==> config.mk <==
export PLATFORM = sky130hd
export DESIGN_NAME = sprite_reg_bank
export DESIGN_NICKNAME = d
export VERILOG_FILES = /design/src/rtl/sprite_pkg.sv /design/src/rtl/sprite_reg_bank.sv
export SDC_FILE = /design/constraint.sdc
export NUM_CORES = 1
export LEC_CHECK = 0
export ABC_AREA = 1
export CAP_MARGIN = 20
export CORE_MARGIN = 4
export CORE_UTILIZATION = 30
export CTS_CLUSTER_DIAMETER = 50
export CTS_CLUSTER_SIZE = 24
export DETAILED_ROUTE_END_ITERATION = 10
export SYNTH_ARGS = -nofsm -noshare
export SYNTH_HDL_FRONTEND = slang
export SYNTH_SLANG_ARGS = --single-unit
==> constraint.sdc <==
create_clock -name clk -period 18.5 [get_ports clk]
set_input_delay 1.85 -clock clk [delete_from_list [all_inputs] [get_ports clk]]
set_output_delay 1.85 -clock clk [all_outputs]
set_load 0.02 [all_outputs]
==> src/rtl/sprite_pkg.sv <==
// Shared constants and types for the sprite register bank.
package sprite_pkg;

  localparam int NUM_ENTRIES = 20;
  localparam int ENTRY_W     = 24;
  localparam int OUT_W       = 512;
  localparam int ADDR_W      = 5;

  localparam logic [ADDR_W-1:0] ADDR_CTRL   = 5'd20;
  localparam logic [ADDR_W-1:0] ADDR_STATUS = 5'd21;

  // Entry layout as seen by the display; this block stores it verbatim.
  typedef struct packed {
    logic [9:0] x;
    logic [9:0] y;
    logic [3:0] id;
  } sprite_entry_t;

  typedef enum logic {
    IDLE  = 1'b0,
    ARMED = 1'b1
  } commit_state_e;

endpackage

==> src/rtl/sprite_reg_bank.sv <==
// Avalon-MM sprite register bank: CPU fills a shadow set, which is copied
// atomically into the active set (driving the display) on a frame boundary.
module sprite_reg_bank
  import sprite_pkg::*;
(
  input  logic              clk,
  input  logic              reset,
  input  logic              chipselect,
  input  logic              write,
  input  logic              read,
  input  logic [ADDR_W-1:0] address,
  input  logic [31:0]       writedata,
  output logic [31:0]       readdata,
  input  logic              frame_start,
  output logic [OUT_W-1:0]  gl_output,
  output logic              gl_write
);

  localparam int USED_W = NUM_ENTRIES * ENTRY_W;

  sprite_entry_t     shadow_q [NUM_ENTRIES];
  sprite_entry_t     active_q [NUM_ENTRIES];
  commit_state_e     state_q, state_d;
  logic              auto_commit_q, auto_commit_d;
  logic [15:0]       frame_cnt_q, frame_cnt_d;
  logic              gl_write_q;
  logic [31:0]       readdata_q, readdata_d;
  logic [31:0]       rd_mux;

  logic              wr_en;
  logic              rd_en;
  logic              ctrl_wr;
  logic              commit_req;
  logic              commit_fire;
  logic              pending;
  logic [NUM_ENTRIES-1:0] entry_we;

  assign wr_en      = chipselect & write;
  assign rd_en      = chipselect & read;
  assign ctrl_wr    = wr_en && (address == ADDR_CTRL);
  assign commit_req = ctrl_wr && writedata[0];
  assign pending    = (state_q == ARMED);

  // A same-cycle request counts, so a request coinciding with frame_start
  // commits immediately instead of waiting a whole frame.
  assign commit_fire = frame_start && (pending || commit_req || auto_commit_q);

  // Per-entry write decode and packing of the active set onto the output bus.
  genvar gi;
  generate
    for (gi = 0; gi < NUM_ENTRIES; gi++) begin : g_entry
      assign entry_we[gi] = wr_en && (address == ADDR_W'(gi));
      assign gl_output[gi*ENTRY_W +: ENTRY_W] = active_q[gi];
    end
  endgenerate

  assign gl_output[OUT_W-1:USED_W] = '0;

  // Commit FSM next state: a commit always returns to IDLE; extra requests
  // while ARMED are absorbed.
  always_comb begin
    state_d = state_q;
    if (commit_fire) begin
      state_d = IDLE;
    end else if (commit_req) begin
      state_d = ARMED;
    end
  end

  // Control/status next-state values.
  always_comb begin
    auto_commit_d = auto_commit_q;
    if (ctrl_wr) begin
      auto_commit_d = writedata[1];
    end
    frame_cnt_d = frame_start ? frame_cnt_q + 16'd1 : frame_cnt_q;
  end

  // Read mux from current (pre-write) register state; readdata holds otherwise.
  always_comb begin
    rd_mux = '0;
    if (address < ADDR_CTRL) begin
      rd_mux = {8'h00, shadow_q[address]};
    end else if (address == ADDR_CTRL) begin
      rd_mux = {30'h0, auto_commit_q, pending};
    end else if (address == ADDR_STATUS) begin
      rd_mux = {15'h0, pending, frame_cnt_q};
    end
    readdata_d = rd_en ? rd_mux : readdata_q;
  end

  // Control registers, FSM state, frame counter and read data.
  always_ff @(posedge clk) begin
    if (reset) begin
      state_q       <= IDLE;
      auto_commit_q <= 1'b0;
      frame_cnt_q   <= '0;
      gl_write_q    <= 1'b0;
      readdata_q    <= '0;
    end else begin
      state_q       <= state_d;
      auto_commit_q <= auto_commit_d;
      frame_cnt_q   <= frame_cnt_d;
      gl_write_q    <= commit_fire;
      readdata_q    <= readdata_d;
    end
  end

  // Shadow and active sets; active copies the shadow value from before any
  // write landing on the same edge.
  always_ff @(posedge clk) begin
    if (reset) begin
      for (int i = 0; i < NUM_ENTRIES; i++) begin
        shadow_q[i] <= '0;
        active_q[i] <= '0;
      end
    end else begin
      for (int i = 0; i < NUM_ENTRIES; i++) begin
        if (entry_we[i]) begin
          shadow_q[i] <= sprite_entry_t'(writedata[ENTRY_W-1:0]);
        end
        if (commit_fire) begin
          active_q[i] <= shadow_q[i];
        end
      end
    end
  end

  assign readdata = readdata_q;
  assign gl_write = gl_write_q;

endmodule

==> results.py, run 1 <==
metrics = {
    "setup_path": {
        "rr_startpoint": "pending",
        "arrival_ns": 6.54,
        "crit_top_cell": "buf_4",
        "critPathSlowestCell": "buf_4",
        "worstPathRequired_ns": 18.84,
        "crit_family": "buffers and inverters",
        "path_buf_inv": 6,
        "critPathLaunchType": "input port",
        "cp-startpoint": "address[2]",
        "cp_cell_sequence": "clkdlybuf4s50_1 > nand2_1 > inv_2 > buf_4 > nand2_2 > nor2_2 > nand2_1 > nand2_1 > o21ai_2 > nand2_4 > buf_4 > buf_4 > buf_4",
        "crit_path_end_kind": "register",
        "max_stage_delay_ns": 0.76,
        "critPathMaxFanout": 61,
        "criticalPathCategory": "input port to register",
        "reg2reg_slack_ns": 14.57,
    },
    "timing": {
        "finalSetupViolations": 0,
        "fin_skew_ns": 0.02166,
        "whs_ns": 0.4744,
        "maxSlewViolCount": 0,
        "max_slew.worst_pin.slew_ns": 1.088,
        "fin_crit_ns": 6.197,
        "min_period_over_period_pct": 33.50,
        "hold_viol_final": 0,
        "rsz0062_at_grt": "no",
        "relSlewSlack_pct": 27.00,
        "max_freq_mhz": 161.4,
        "fin_tns_setup_ns": 0,
    },
    "detailed_routing": {
        "met1_length_um": 64740,
        "dr.pass1.iters": 6,
        "highest_layer": "met5",
        "detail-route-antenna-nets": 0,
        "routed_via_density": 4.632,
        "drt_wl_total_um": 155800,
        "met3_length_um": 11640,
        "wl_per_cell_um": 24.71,
        "drc_errors": 0,
        "vias": 29200,
        "dr_wl_met2_um": 74760,
        "first_iter_violations": 3076,
    },
    "power_and_ir_drop": {
        "power_density_mw_per_mm2": 103.0,
        "power.leakage_nw": 21.08,
        "vdd_ir_drop_max_mv": 0.07155,
    },
    "final_layout": {
        "fill_cells": 13380,
        "final_cell_mix": "1187 x nor2_1, 960 x edfxtp_1, 566 x nand2_1",
        "layout_commonest_cell": "nor2_1",
        "finalNetCount": 4464,
        "drive_gt1_share_pct": 6.698,
        "syn2layout_area_growth_pct": 26.19,
    },
    "status": {
        "outcome": "completed",
    },
    "clock_network": {
        "cts_sinks": 1003,
        "htreeDepth": 3,
        "cts_buffers": 105,
        "ctsResizeCount": 0,
        "post_cts_buffers": 0,
        "clock_path_buffers": 3,
        "insertion_delay_ns": 0.73,
        "cts-hold-fix-buffers": 0,
        "tritoncts": "done",
        "root_buffer": "clkbuf_16",
        "path_clk_slew_ns": 0.07,
    },
    "synthesis": {
        "syn_area_per_cell_um2": 10.68,
        "netlist_area_mm2": 0.04154,
        "synth_compound_area_share_pct": 2.910,
        "synth_simple_gate_area_share_pct": 17.07,
        "synth_xor_area_share_pct": 0,
        "ys_ff_latch": 1003,
        "yosys_warnings": 0,
        "syn_inst": 3890,
        "synthMuxAreaShare_pct": 0,
        "synth_top_family_by_area": "simple AND/OR/NAND/NOR gates",
        "ys_types": 33,
        "ys_seq_area_share_pct": 71.47,
        "synth_fa_ha_area_share_pct": 0.03012,
    },
    "floorplan": {
        "design.core.area_mm2": 0.1375,
        "initial_core_util_pct": 30.21,
        "ioPinCount": 588,
        "die_w_um": 380.1,
        "die-area_mm2": 0.1445,
        "die_height_um": 380.1,
        "num_rows": 136,
    },
    "grt": {
        "grt_max_degree": 123,
        "antenna_found_initial": 9,
        "grt_pass1_wl_um": 214500,
        "grt_use_total_pct": 20.90,
        "grt-ovfl-total": 0,
        "grt_pass1_vias": 28370,
    },
    "flow_run": {
        "drv_cap": 0,
    },
    "placement": {
        "gp_congestion": 0.8363,
        "io_buffers": 539,
        "post-dp-hpwl_um": 106600,
    },
    "hold_path": {
        "holdCritPathClass": "register to register",
        "min_from": "readdata[22]",
    },
}
## cell type report
cell class              count  area [µm²]  area share, %
inverters                 572        2156          4.113
diodes                      2       5.005       0.009547
repair buffers            621        6071          11.58
clock buffers             115        2685          5.122
clock inverters            81        1035          1.974
well taps                1794        2245          4.282
multi-input cells        2117        8536          16.28
flip-flops and latches   1003       29690          56.64
## logic make-up (layout without fill, tap and decap cells)
| group | Yosys count | after routing |
|---|---|---|
| DFF | 1003 | 1003 |
| and+or+nand+nor | 1849 | 1849 |
| AOI/OAI and AO/OA | 227 | 227 |
| other | 1 | 42 |
| buffers and inverters | 809 | 1389 |
| adders and majority gates | 1 | 1 |
## tightest hold or removal path: cells and delay by family (launching register included)
| kind | cells | cell delay [ns] |
|---|---|---|
| flops | 1 | 0.31 |
| compound gates | 1 | 0.06 |
| simple gates | 1 | 0.06 |
## path summary, 6_finish.rpt
kind	end	cells after the start
worst max-delay path	active_q[1][3]	13
worst min-delay path	readdata[22]	2
worst max register to register	active_q[1][3]	7
worst min register to register	readdata[22]	2
## state kept, by name (all words and copies together) (netlist names)
name           cells
pending            1
active_q         480
readdata          24
frame_cnt_q       16
shadow_q         480
gl_write           1
auto_commit_q      1
## synthesized netlist by cell type (all sizes together)
cell,instances,area [µm²]
clkinv,26,97.59
buf,132,997.2
o21ai,105,529.3
o21a,1,7.510
nand4,19,118.9
a211oi,1,7.510
nor3,5,25.02
o22ai,12,75.07
nand3b,1,7.510
conb,1,3.750
o211ai,8,60.06
inv,546,2049
clkbuf,105,394.1
nor2,1195,4508
a21oi,88,440.4
edfxtp,960,28830
o31ai,2,15.01
a22oi,2,15.01
nand2,577,2168
ha,1,12.51
dfxtp,43,860.8
a31oi,1,6.260
nand3,51,255.2
o21bai,7,52.55
nor4,1,6.260
## layer usage
layer / vias to the layer above / global-route usage [%]
met5: - / 0
met4: 4 / 6.757
met3: 199 / 4.705
met2: 1185 / 35.05
met1: 14440 / 26.87
li1: 13370 / -
## power breakdown
group | total (W) | internal (W) | switching [W]
registers | 0.00265 | 0.00260 | 0.0000525
logic | 0.000485 | 0.000139 | 0.000346
clock network | 0.00227 | 0.00126 | 0.00100
## per-stage QoR
stage          cells  setup WS, ns  area (µm²)  total power [W]  utilization, %
6_report        6305         12.30       52420         0.005398           38.13
5_1_grt         6303         12.05       52420         0.005570           38.12
2_1_floorplan   3929         4.738       41690         0.002940               -
4_1_cts         6300         12.30       52340         0.005446           38.07
3_5_place_dp    6104         11.50       48620         0.003187           35.36
3_3_place_gp    6103         11.53       48590         0.003184           35.34
Note: power is estimated with default switching activity, not from simulation.
==> inputs of run 2 (changes only) <==
- clock period: 18.5 -> 6.1 ns (I/O delays scaled with it)
==> run 2 against run 1 <==
Compared with the run above: die area stayed put; hold slack worse by 0.055 ns; combinational power grew to 3.0 times the previous value; wire length is 0.89% lower; count of clock-buffer cells in the layout is 2 lower; register-to-register slack worse by 11 ns; utilization is 0.22 points higher; cell count is 0.22% higher; worst setup slack worse by 9.4 ns; sequential share of layout area is 0.33 points lower; critical endpoint is now shadow_q[18][12]; highest routed layer unchanged.
==> results.py, run 2 (same netlist as run 1, synthesis figures left out) <==
metrics = {
    "clock_network": {
        "cts-hold-fix-buffers": 0,
        "cts_buffers": 104,
        "root_buffer": "clkbuf_16",
        "tritoncts": "done",
        "path_clk_slew_ns": 0.07,
        "post_cts_buffers": 0,
        "htreeDepth": 3,
        "cts_sinks": 1003,
        "clock_path_buffers": 3,
        "insertion_delay_ns": 0.72,
        "ctsResizeCount": 0,
    },
    "setup_path": {
        "crit_family": "buffers and inverters",
        "critPathLaunchType": "input port",
        "worstPathRequired_ns": 6.50,
        "crit_top_cell": "buf_4",
        "critPathMaxFanout": 27,
        "path_depth": 6,
        "path_buf_inv": 4,
        "rr_worst_depth": 7,
        "crit_path_end_kind": "register",
        "max_stage_delay_ns": 0.99,
        "arrival_ns": 3.55,
        "criticalPathCategory": "input port to register",
        "critPathSlowestCell": "o31ai_4",
        "cp_cell_sequence": "clkdlybuf4s50_1 > nor2_2 > buf_4 > inv_1 > o31ai_4 > buf_4",
    },
    "final_layout": {
        "syn2layout_area_growth_pct": 26.92,
        "final_cell_mix": "1188 x nor2_1, 960 x edfxtp_1, 571 x nand2_1",
        "finalNetCount": 4478,
        "drive_gt1_share_pct": 6.811,
        "fill_cells": 13370,
        "layout_commonest_cell": "nor2_1",
        "finalNonFillerCells": 6319,
    },
    "detailed_routing": {
        "vias": 29300,
        "wl_per_cell_um": 24.44,
        "routed_via_density": 4.637,
        "detail-route-antenna-nets": 0,
        "drt_wl_total_um": 154400,
        "first_iter_violations": 3034,
        "drc_errors": 0,
        "dr.pass1.iters": 5,
    },
    "timing": {
        "hold_viol_final": 0,
        "fin_crit_ns": 3.150,
        "fin_skew_ns": 0.03153,
        "fin_tns_setup_ns": 0,
        "whs_ns": 0.4192,
        "finalSetupViolations": 0,
        "max_slew.worst_pin.slew_ns": 1.091,
        "rsz0062_at_grt": "no",
        "setup_ws_ns": 2.950,
        "relSlewSlack_pct": 27.24,
        "maxSlewViolCount": 0,
        "min_period_over_period_pct": 51.64,
        "max_freq_mhz": 317.5,
    },
    "power_and_ir_drop": {
        "power.leakage_nw": 21.24,
        "vdd_ir_drop_max_mv": 0.2242,
        "power_density_mw_per_mm2": 312.2,
    },
    "placement": {
        "place_ws_ns": 2.184,
        "post-dp-hpwl_um": 106500,
        "io_buffers": 539,
        "gp_congestion": 0.8224,
        "dp.cells": 6121,
    },
    "hold_path": {
        "min_path_cells": 2,
        "holdCritPathClass": "input port to register",
    },
    "floorplan": {
        "num_rows": 136,
        "die-area_mm2": 0.1445,
        "ioPinCount": 588,
        "die_w_um": 380.1,
        "die_height_um": 380.1,
        "design.core.area_mm2": 0.1375,
        "initial_core_util_pct": 30.21,
    },
    "grt": {
        "grt_use_total_pct": 20.62,
        "grt_pass1_wl_um": 212400,
        "grt_max_degree": 103,
        "grt_pass1_vias": 28810,
        "antenna_found_initial": 11,
        "grt-ovfl-total": 0,
    },
    "flow_run": {
        "drv_cap": 0,
    },
    "status": {
        "outcome": "completed",
    },
}
-- run 2: changes by cell type in the layout (fill, tap and decap cells not counted), sizes merged --
| cell | delta |
|---|---|
| buf | +15 |
| bufinv | +2 |
| clkbuf | -2 |
| clkinv | +8 |
| diode | +1 |
| inv | -10 |
-- run 2: worst reg2reg max path: cells and delay by family (launching register included) --
kind	cells	cell delay, ns
AO/OA/AOI/OAI	1	0.32
buffers and inverters	3	1.18
AND/OR/NAND/NOR	3	0.28
flip-flops	1	0.35
-- run 2: routing by layer --
metal / track usage [%] / up-vias / share of wire (%)
met2: 34.64 / 1347 / 48
met3: 4.447 / 210 / 8.1
li1: - / 13400 / -
met5: 0 / - / 0.019
met4: 7.176 / 4 / 3.3
met1: 26.37 / 14350 / 41
-- run 2: path summary, 6_finish.rpt --
check                             startpoint               end  slack (ns)
worst max-delay path              address[2]  shadow_q[18][12]        2.95
worst min-delay path                   reset   active_q[4][57]        0.42
worst max register to register       pending   active_q[1][31]        3.71
worst min register to register  readdata[20]      readdata[20]        0.47
-- run 2: cell type report --
| cell class | count | area [µm²] | area share [%] |
|---|---|---|---|
| antenna | 3 | 7.507 | 0.01424 |
| clock buffer | 113 | 2700 | 5.121 |
| clock inverter | 81 | 1104 | 2.093 |
| inverter | 572 | 2155 | 4.086 |
| multi-input combinational | 2117 | 8539 | 16.20 |
| sequential | 1003 | 29690 | 56.31 |
| tap | 1794 | 2245 | 4.257 |
| timing repair buffer | 636 | 6286 | 11.92 |
-- run 2: stage by stage --
| step | instance area [µm²] | utilization (%) | power, W |
|---|---|---|---|
| floorplan | 41700 | - | 0.008855 |
| global placement | 48830 | 35.52 | 0.009655 |
| detailed placement | 48890 | 35.56 | 0.009666 |
| CTS | 52690 | 38.32 | 0.01660 |
| global route | 52720 | 38.34 | 0.01697 |
| finish | 52720 | 38.35 | 0.01646 |
-- run 2: report_power, final --
| part | internal, W | switching [W] |
|---|---|---|
| logic | 0.000432 | 0.00104 |
| clock network | 0.00393 | 0.00303 |
| registers | 0.00787 | 0.000161 |
| total | 0.0122 | 0.00423 |
